**src/rtl/vsq_quantizer_if.sv**
```systemverilog
// vsq_quantizer_if: one ready/valid stream carrying a W-bit word.
// The quantizer uses one instance for its vector input and one for its
// result output. The producer side takes the master modport and the
// consumer side takes the slave modport.
interface vsq_quantizer_if #(
    parameter int W = 8
) ();
    logic         valid;
    logic [W-1:0] data;
    logic         ready;

    modport master (
        output valid,
        output data,
        input  ready
    );

    modport slave (
        input  valid,
        input  data,
        output ready
    );
endinterface

```
**src/rtl/vsq_quantizer.sv**
```systemverilog
// vsq_quantizer: per-vector power-of-two requantizer.
// The block takes 16 unsigned 18-bit lanes. It finds the lane maximum and
// picks a shift that brings the maximum into 8 bits. Each lane is then
// shifted, rounded half-up and saturated to 8 bits. The result word carries
// the 16 lanes plus the shift exponent.
// There are three register stages (S1 lanes+max, S2 lanes+shift, S3 output)
// and a single global advance enable. 'done' pulses once per VEC_COUNT
// output handshakes.
module vsq_quantizer #(
    parameter int NUM_LANES = 16,
    parameter int IN_W      = 18,
    parameter int OUT_W     = 8,
    parameter int VEC_COUNT = 16
) (
    input  logic            clk,
    input  logic            rst_n,
    vsq_quantizer_if.slave  in_if,
    vsq_quantizer_if.master out_if,
    output logic            done
);

    localparam int IN_DW     = 296;
    localparam int OUT_DW    = 136;
    localparam int LANE_BITS = NUM_LANES * IN_W;
    localparam int SH_W      = 4;
    localparam int IDX_W     = $clog2(IN_W);
    localparam int LVLS      = $clog2(NUM_LANES);
    localparam int CNT_W     = (VEC_COUNT > 1) ? $clog2(VEC_COUNT) : 1;

    localparam logic [CNT_W-1:0] CNT_LAST = CNT_W'(VEC_COUNT - 1);
    localparam logic [IN_W:0]    SAT_LIM  = (IN_W + 1)'((1 << OUT_W) - 1);

    typedef logic [NUM_LANES-1:0][IN_W-1:0] lanes_t;

    // Maximum over all lanes, as a balanced pairwise reduction tree.
    // Level l folds pairs (2k, 2k+1) into slot k. Slots are overwritten in
    // increasing k order, so no slot is overwritten before it is read.
    function automatic logic [IN_W-1:0] tree_max(input lanes_t lanes);
        lanes_t t;
        t = lanes;
        for (int l = 0; l < LVLS; l++) begin
            for (int k = 0; k < NUM_LANES / 2; k++) begin
                if (k < (NUM_LANES >> (l + 1))) begin
                    if (t[2*k+1] > t[2*k]) begin
                        t[k] = t[2*k+1];
                    end else begin
                        t[k] = t[2*k];
                    end
                end else begin
                    t[k] = t[k];
                end
            end
        end
        return t[0];
    endfunction

    // Shift amount: the bit position of the MSB of m, minus (OUT_W-1).
    // It is zero when the maximum already fits in OUT_W bits, including m == 0.
    function automatic logic [SH_W-1:0] shift_of(input logic [IN_W-1:0] m);
        logic [SH_W-1:0] sh;
        sh = '0;
        for (int b = OUT_W; b < IN_W; b++) begin
            if (m[b]) begin
                sh = SH_W'(b - OUT_W + 1);
            end else begin
                sh = sh;
            end
        end
        return sh;
    endfunction

    // Shift right by sh, then add the last bit shifted out (round half up).
    // The sum gets one extra bit so that an overflow past 255 stays
    // visible, and the result saturates at the 8-bit maximum.
    function automatic logic [OUT_W-1:0] requant(input logic [IN_W-1:0] lane,
                                                 input logic [SH_W-1:0] sh);
        logic             rnd;
        logic [IDX_W-1:0] idx;
        logic [IN_W-1:0]  trunc;
        logic [IN_W:0]    r;
        logic [OUT_W-1:0] res;
        trunc = lane >> sh;
        idx   = IDX_W'(sh) - IDX_W'(1);
        if (sh == '0) begin
            rnd = 1'b0;
        end else begin
            rnd = lane[idx];
        end
        r = {1'b0, trunc} + {{IN_W{1'b0}}, rnd};
        if (r > SAT_LIM) begin
            res = {OUT_W{1'b1}};
        end else begin
            res = r[OUT_W-1:0];
        end
        return res;
    endfunction

    // Pipeline state
    logic              s1_valid_q, s1_valid_d;
    lanes_t            s1_lanes_q, s1_lanes_d;
    logic [IN_W-1:0]   s1_max_q,   s1_max_d;
    logic              s2_valid_q, s2_valid_d;
    lanes_t            s2_lanes_q, s2_lanes_d;
    logic [SH_W-1:0]   s2_sh_q,    s2_sh_d;
    logic              out_valid_q, out_valid_d;
    logic [OUT_DW-1:0] out_data_q,  out_data_d;

    // Tile counter and done pulse
    logic [CNT_W-1:0]  cnt_q, cnt_d;
    logic              done_q, done_d;

    logic              en_s;
    logic              out_hs_s;
    logic              unused_hdr_s;

    // The top byte of the input word is padding and carries no lane data.
    assign unused_hdr_s = ^in_if.data[IN_DW-1:LANE_BITS];

    // Global advance: the whole pipe moves when the output slot is free or drains.
    assign en_s     = !out_valid_q || out_if.ready;
    assign out_hs_s = out_valid_q && out_if.ready;

    assign in_if.ready  = en_s;
    assign out_if.valid = out_valid_q;
    assign out_if.data  = out_data_q;
    assign done         = done_q;

    // Next-state for the three pipeline stages; every stage holds while stalled.
    always_comb begin
        s1_valid_d  = s1_valid_q;
        s1_lanes_d  = s1_lanes_q;
        s1_max_d    = s1_max_q;
        s2_valid_d  = s2_valid_q;
        s2_lanes_d  = s2_lanes_q;
        s2_sh_d     = s2_sh_q;
        out_valid_d = out_valid_q;
        out_data_d  = out_data_q;
        if (en_s) begin
            s1_valid_d  = in_if.valid;
            s1_lanes_d  = in_if.data[LANE_BITS-1:0];
            s1_max_d    = tree_max(in_if.data[LANE_BITS-1:0]);
            s2_valid_d  = s1_valid_q;
            s2_lanes_d  = s1_lanes_q;
            s2_sh_d     = shift_of(s1_max_q);
            out_valid_d = s2_valid_q;
            for (int j = 0; j < NUM_LANES; j++) begin
                out_data_d[j*OUT_W +: OUT_W] = requant(s2_lanes_q[j], s2_sh_q);
            end
            out_data_d[OUT_DW-1 -: 8] = {4'b0000, s2_sh_q};
        end else begin
            out_data_d = out_data_q;
        end
    end

    // Count output handshakes; the last one in a tile wraps the count and arms done.
    always_comb begin
        cnt_d  = cnt_q;
        done_d = 1'b0;
        if (out_hs_s) begin
            if (cnt_q == CNT_LAST) begin
                cnt_d  = '0;
                done_d = 1'b1;
            end else begin
                cnt_d  = cnt_q + CNT_W'(1);
            end
        end else begin
            cnt_d = cnt_q;
        end
    end

    // State registers with synchronous active-low reset that drops all in-flight vectors.
    always_ff @(posedge clk) begin
        if (!rst_n) begin
            s1_valid_q  <= 1'b0;
            s1_lanes_q  <= '0;
            s1_max_q    <= '0;
            s2_valid_q  <= 1'b0;
            s2_lanes_q  <= '0;
            s2_sh_q     <= '0;
            out_valid_q <= 1'b0;
            out_data_q  <= '0;
            cnt_q       <= '0;
            done_q      <= 1'b0;
        end else begin
            s1_valid_q  <= s1_valid_d;
            s1_lanes_q  <= s1_lanes_d;
            s1_max_q    <= s1_max_d;
            s2_valid_q  <= s2_valid_d;
            s2_lanes_q  <= s2_lanes_d;
            s2_sh_q     <= s2_sh_d;
            out_valid_q <= out_valid_d;
            out_data_q  <= out_data_d;
            cnt_q       <= cnt_d;
            done_q      <= done_d;
        end
    end

endmodule

```
**src/flat_wrapper.sv**
```systemverilog
// flat-port wrapper written by rule: the top's interface ports become plain ports
module vsq_quantizer_flat 
#(
    parameter int NUM_LANES = 16,
    parameter int IN_W      = 18,
    parameter int OUT_W     = 8,
    parameter int VEC_COUNT = 16
)
  (clk, rst_n, done, in_if_valid, in_if_data, in_if_ready, out_if_valid, out_if_data, out_if_ready);
  vsq_quantizer_if #(.W(296)) in_if_i ();
  vsq_quantizer_if #(.W(136)) out_if_i ();
  input  logic clk;
  input  logic rst_n;
  output logic done;
  input wire logic [$bits(in_if_i.valid)-1:0] in_if_valid;
  input wire logic [$bits(in_if_i.data)-1:0] in_if_data;
  output wire logic [$bits(in_if_i.ready)-1:0] in_if_ready;
  output wire logic [$bits(out_if_i.valid)-1:0] out_if_valid;
  output wire logic [$bits(out_if_i.data)-1:0] out_if_data;
  input wire logic [$bits(out_if_i.ready)-1:0] out_if_ready;
  assign in_if_i.valid = in_if_valid;
  assign in_if_i.data = in_if_data;
  assign in_if_ready = in_if_i.ready;
  assign out_if_valid = out_if_i.valid;
  assign out_if_data = out_if_i.data;
  assign out_if_i.ready = out_if_ready;
  vsq_quantizer #(.NUM_LANES(NUM_LANES), .IN_W(IN_W), .OUT_W(OUT_W), .VEC_COUNT(VEC_COUNT)) u_core (.clk(clk), .rst_n(rst_n), .in_if(in_if_i), .out_if(out_if_i), .done(done));
endmodule
```
**config.mk**
```make
export PLATFORM = sky130hd
export DESIGN_NAME = vsq_quantizer_flat
export DESIGN_NICKNAME = d
export VERILOG_FILES = /design/src/rtl/vsq_quantizer_if.sv /design/src/rtl/vsq_quantizer.sv /design/src/flat_wrapper.sv
export SDC_FILE = /design/constraint.sdc
export NUM_CORES = 2
export LEC_CHECK = 0
export CAP_MARGIN = 20
export CORE_MARGIN = 2
export CORE_UTILIZATION = 55
export DETAILED_ROUTE_END_ITERATION = 10
export GPL_TIMING_DRIVEN = 0
export HOLD_SLACK_MARGIN = 0.12
export PLACE_DENSITY_LB_ADDON = 0.12
export SLEW_MARGIN = 10
export SYNTH_ARGS = -nofsm -noshare
export SYNTH_HDL_FRONTEND = slang
export SYNTH_SLANG_ARGS = --single-unit
```
**constraint.sdc**
```tcl
create_clock -name clk -period 36.8 [get_ports clk]
set_clock_uncertainty 0.1 [all_clocks]
set_input_delay 7.36 -clock clk [delete_from_list [all_inputs] [get_ports clk]]
set_output_delay 7.36 -clock clk [all_outputs]
set_load 0.005 [all_outputs]
```
==> results.md <==
* Status: complete, no violations
* Initial cell density of the core at 0.556
* Die H at between 300 and 400 µm
* Reg2reg path depth at 27
* CTS buffer count at 74
* CP delay by family, top: compound AO/OA/AOI/OAI gates
* DP Area at ~0.062 mm²
* CTS tree: done
* Pwr per Cell Area at 68.4 mW/mm²
* Most common cell in the netlist: nand2_1
* Worst reg2reg endpoint: u_core.out_if.data[114]$_SDFFE_PN0P_
* Cell taking the most area after synthesis: dfxtp_1
* #FFs+latches synth at 730
* Finished Cell Area at 0.0645 mm²
* Worst hold path type: reg2reg
* Worst path slowest cell: clkdlybuf4s50_1
* GP Congestion at 1.11
* Layout area overhead at 15.5%
* Leakage power at 25.9 nW
* Vias in the first global route at between 50000 and 60000
* Post-CTS resize count at 0
* Synth Cell Area at 0.0559 mm²
* Average cell area after synthesis at 8.55 µm²
* Internal reg-to-reg setup slack at 26.44 ns
* Largest net degree at the start of global routing at 16
* Port Buf Inserts at 425
* Final HPWL DP at roughly 220000 µm
* Total setup buffers inserted after CTS at 0
* CP Capture Type: flip-flop
* Critical path's largest stage delay at 0.69 ns
* Final core occ at 0.642
* Post-route DRC at 0
* Fin crit share at 0.515
* Post-synth top area share at 0.262
* Remaining Overflow, GRT at 0
* Initial DRC count at 9672
* Number of synthesized flops with an enable pin at 0
* Nets@finish at between 7000 and 8000
* Hold Path Cell Cnt at 2
* Wire per inst at 32.1 µm
* Vias per inst at ~6.9
* WS Path Type: in2reg
* IO Pins at 439
* Power Total at 0.00441 W
* Skew-Pair Late Insertion Delay at 0.67 ns
* Synth Instances at 6535
* Antenna Nets Post-Route at 0
* Fin. max-slew vios at 0
* Hold EP: u_core.s2_lanes_q[71]$_SDFFE_PN0P_
* Final hold vios at 0
* Post-synthesis sequential area ratio at 0.262
* Peak supply drop at between 0.04 and 0.05 mV
* Slew @ Worst Pin at 1.35 ns
* Synth warn at 0
* Worst Path Required at 37.22 ns
* CP Buf/Inv Count at 8
* Root Driver: clkbuf_16
* Asr flop ratio synth at 0
* Worst r2r src: u_core.s2_sh_q[1]$_SDFFE_PN0P_
* Setup TNS at 0 ns
* Primary FF master, synth: dfxtp_1
* Maxcap violations at 0
* Row cnt at 116
* Netlist cell types at 107
* Layout cells sized above 1 at 0.0953
* Fillers at 8076
* Worst slew margin at 0.0981
* Hold buffer count at cts at 0
* Commonest cells post-synth: nand2_1, dfxtp_1, a21boi_0
* TritonCTS Sinks at 730
* RSZ-0062 raised after global routing: no
* FMAX at 52.7 MHz
* Die width at ~320 µm
* Global-route wire length before repair at around 380000 µm
* GR Util All Layers at 0.507
* CP Data Arrival Time at slightly below 20 ns
* CORE AREA at 0.100 mm²
* CP Launch Type: input pin
* Routed WL at roughly 270000 µm
* Worst Hold Launch: u_core.s1_lanes_q[71]$_SDFFE_PN0P_
* CP Max Fanout at 10
* Setup WS pre-CTS at 17.70 ns
* Clk buf depth at 3
* Tmin final at 18.96 ns
* Overall die area at 0.104 mm²
* Vias at 58800
* Ranking of synthesized cells by area: dfxtp_1, mux4_2, nand2_1
* Initial antenna violation count at 21
* Maximum level of the CTS H-tree at 3
* Worst-path clk slew at 0.06 ns
* Setup ws final at 17.84 ns
* # setup viols final at 0
* Drt pass-1 iters at 8
-- report_power, final --
part / internal, W / switching (W)
logic: 0.000948 / 0.00167
registers: 0.000902 / 0.0000932
clock network: 0.000451 / 0.000346
total: 0.00230 / 0.00211
-- kinds of logic (layout without fill, tap and decap cells) --
family,count (synthesis),in the layout,share of synthesized area
AOI/OAI and AO/OA,1581,1581,0.190
xor gates and xnor gates,123,123,0.0193
adders and majority gates,303,303,0.0679
buffers and inverters,787,1350,0.0646
DFF,730,730,0.262
muxes,820,820,0.224
other,1,23,0.0000671
and+or+nand+nor,2190,2190,0.173
-- registers in the layout, summed over array words and instances (netlist names) --
name and count:
u_core.s2_valid_q 1, u_core.s1_max_q 10, u_core.s2_sh_q 4, u_core.out_if.data 132, u_core.out_if.valid 1, u_core.done 1, u_core.s1_lanes_q 288, u_core.cnt_q 4
u_core.s2_lanes_q 288, u_core.s1_valid_q 1
-- how the worst max path moves through the flow --
stage / startpoint / endpoint / cells after the start / slack (ns)
3_3_place_gp: in_if_data[115] / u_core.s1_max_q[15]$_SDFFE_PN0P_ / 42 / 17.08
6_report: in_if_data[17] / u_core.s1_max_q[10]$_SDFFE_PN0P_ / 42 / 17.84
5_1_grt: in_if_data[17] / u_core.s1_max_q[14]$_SDFFE_PN0P_ / 41 / 17.31
2_1_floorplan: in_if_data[115] / u_core.s1_max_q[16]$_SDFFE_PN0P_ / 42 / 20.06
4_1_cts: in_if_data[17] / u_core.s1_max_q[17]$_SDFFE_PN0P_ / 42 / 18.27
3_5_place_dp: in_if_data[17] / u_core.s1_max_q[15]$_SDFFE_PN0P_ / 42 / 17.70
-- tightest hold or removal path: cells and delay by family (launching register included) --
family	cells	cell delay, ns
compound gates	1	0.07
simple gates	1	0.06
flops	1	0.31
-- per-stage QoR --
stage	instances	hold slack [ns]
finish	8477	0.355
global route	8465	0.379
floorplan	6538	0.320
CTS	8455	0.353
global placement	8320	0.349
detailed placement	8325	0.354
-- metal layers --
metal / vias to the layer above / GRT usage / wire length, µm
met5: - / 0.00324 / 145
met4: 14 / 0.355 / 23400
met3: 1171 / 0.178 / 41900
met2: 5388 / 0.707 / 107000
met1: 27700 / 0.652 / 99700
li1: 24500 / - / -
-- layout by cell type (no fill, tap or decap), types with 22 or more instances in the layout --
master and n:
and3_1 32, ha_1 303, nor3_1 77, buf_1 31
nand2b_1 22, nor2b_1 55, o21a_1 37, nor2_1 240
mux4_1 23, and2_1 22, dfxtp_1 730, clkdlybuf4s50_1 425
a21o_1 53, nor4_1 28, clkbuf_1 304, a21boi_0 593
mux4_2 303, buf_4 35, buf_2 46, buf_6 41
o22ai_1 31, nand2_1 1423, mux2i_1 430, a211oi_1 66
xor2_1 50, a21oi_1 305, inv_1 322, nand4_1 69
mux2_2 61, clkbuf_16 75, o21ai_0 267, xnor2_1 73
a31oi_1 30, nand3_1 101
-- cell type report --
| type | instances | area, µm² | share of cell area |
|---|---|---|---|
| Multi-Input combinational cell | 5021 | 37700 | 0.584 |
| Sequential cell | 730 | 14600 | 0.227 |
| Timing Repair Buffer | 433 | 4360 | 0.0676 |
| Buffer | 465 | 2410 | 0.0373 |
| Clock buffer | 95 | 2070 | 0.0321 |
| Tap cell | 1357 | 1700 | 0.0263 |
| Inverter | 322 | 1210 | 0.0187 |
| Clock inverter | 35 | 442 | 0.00685 |
| Antenna cell | 19 | 47.5 | 0.000737 |
Note: power is estimated with default switching activity, not from simulation.
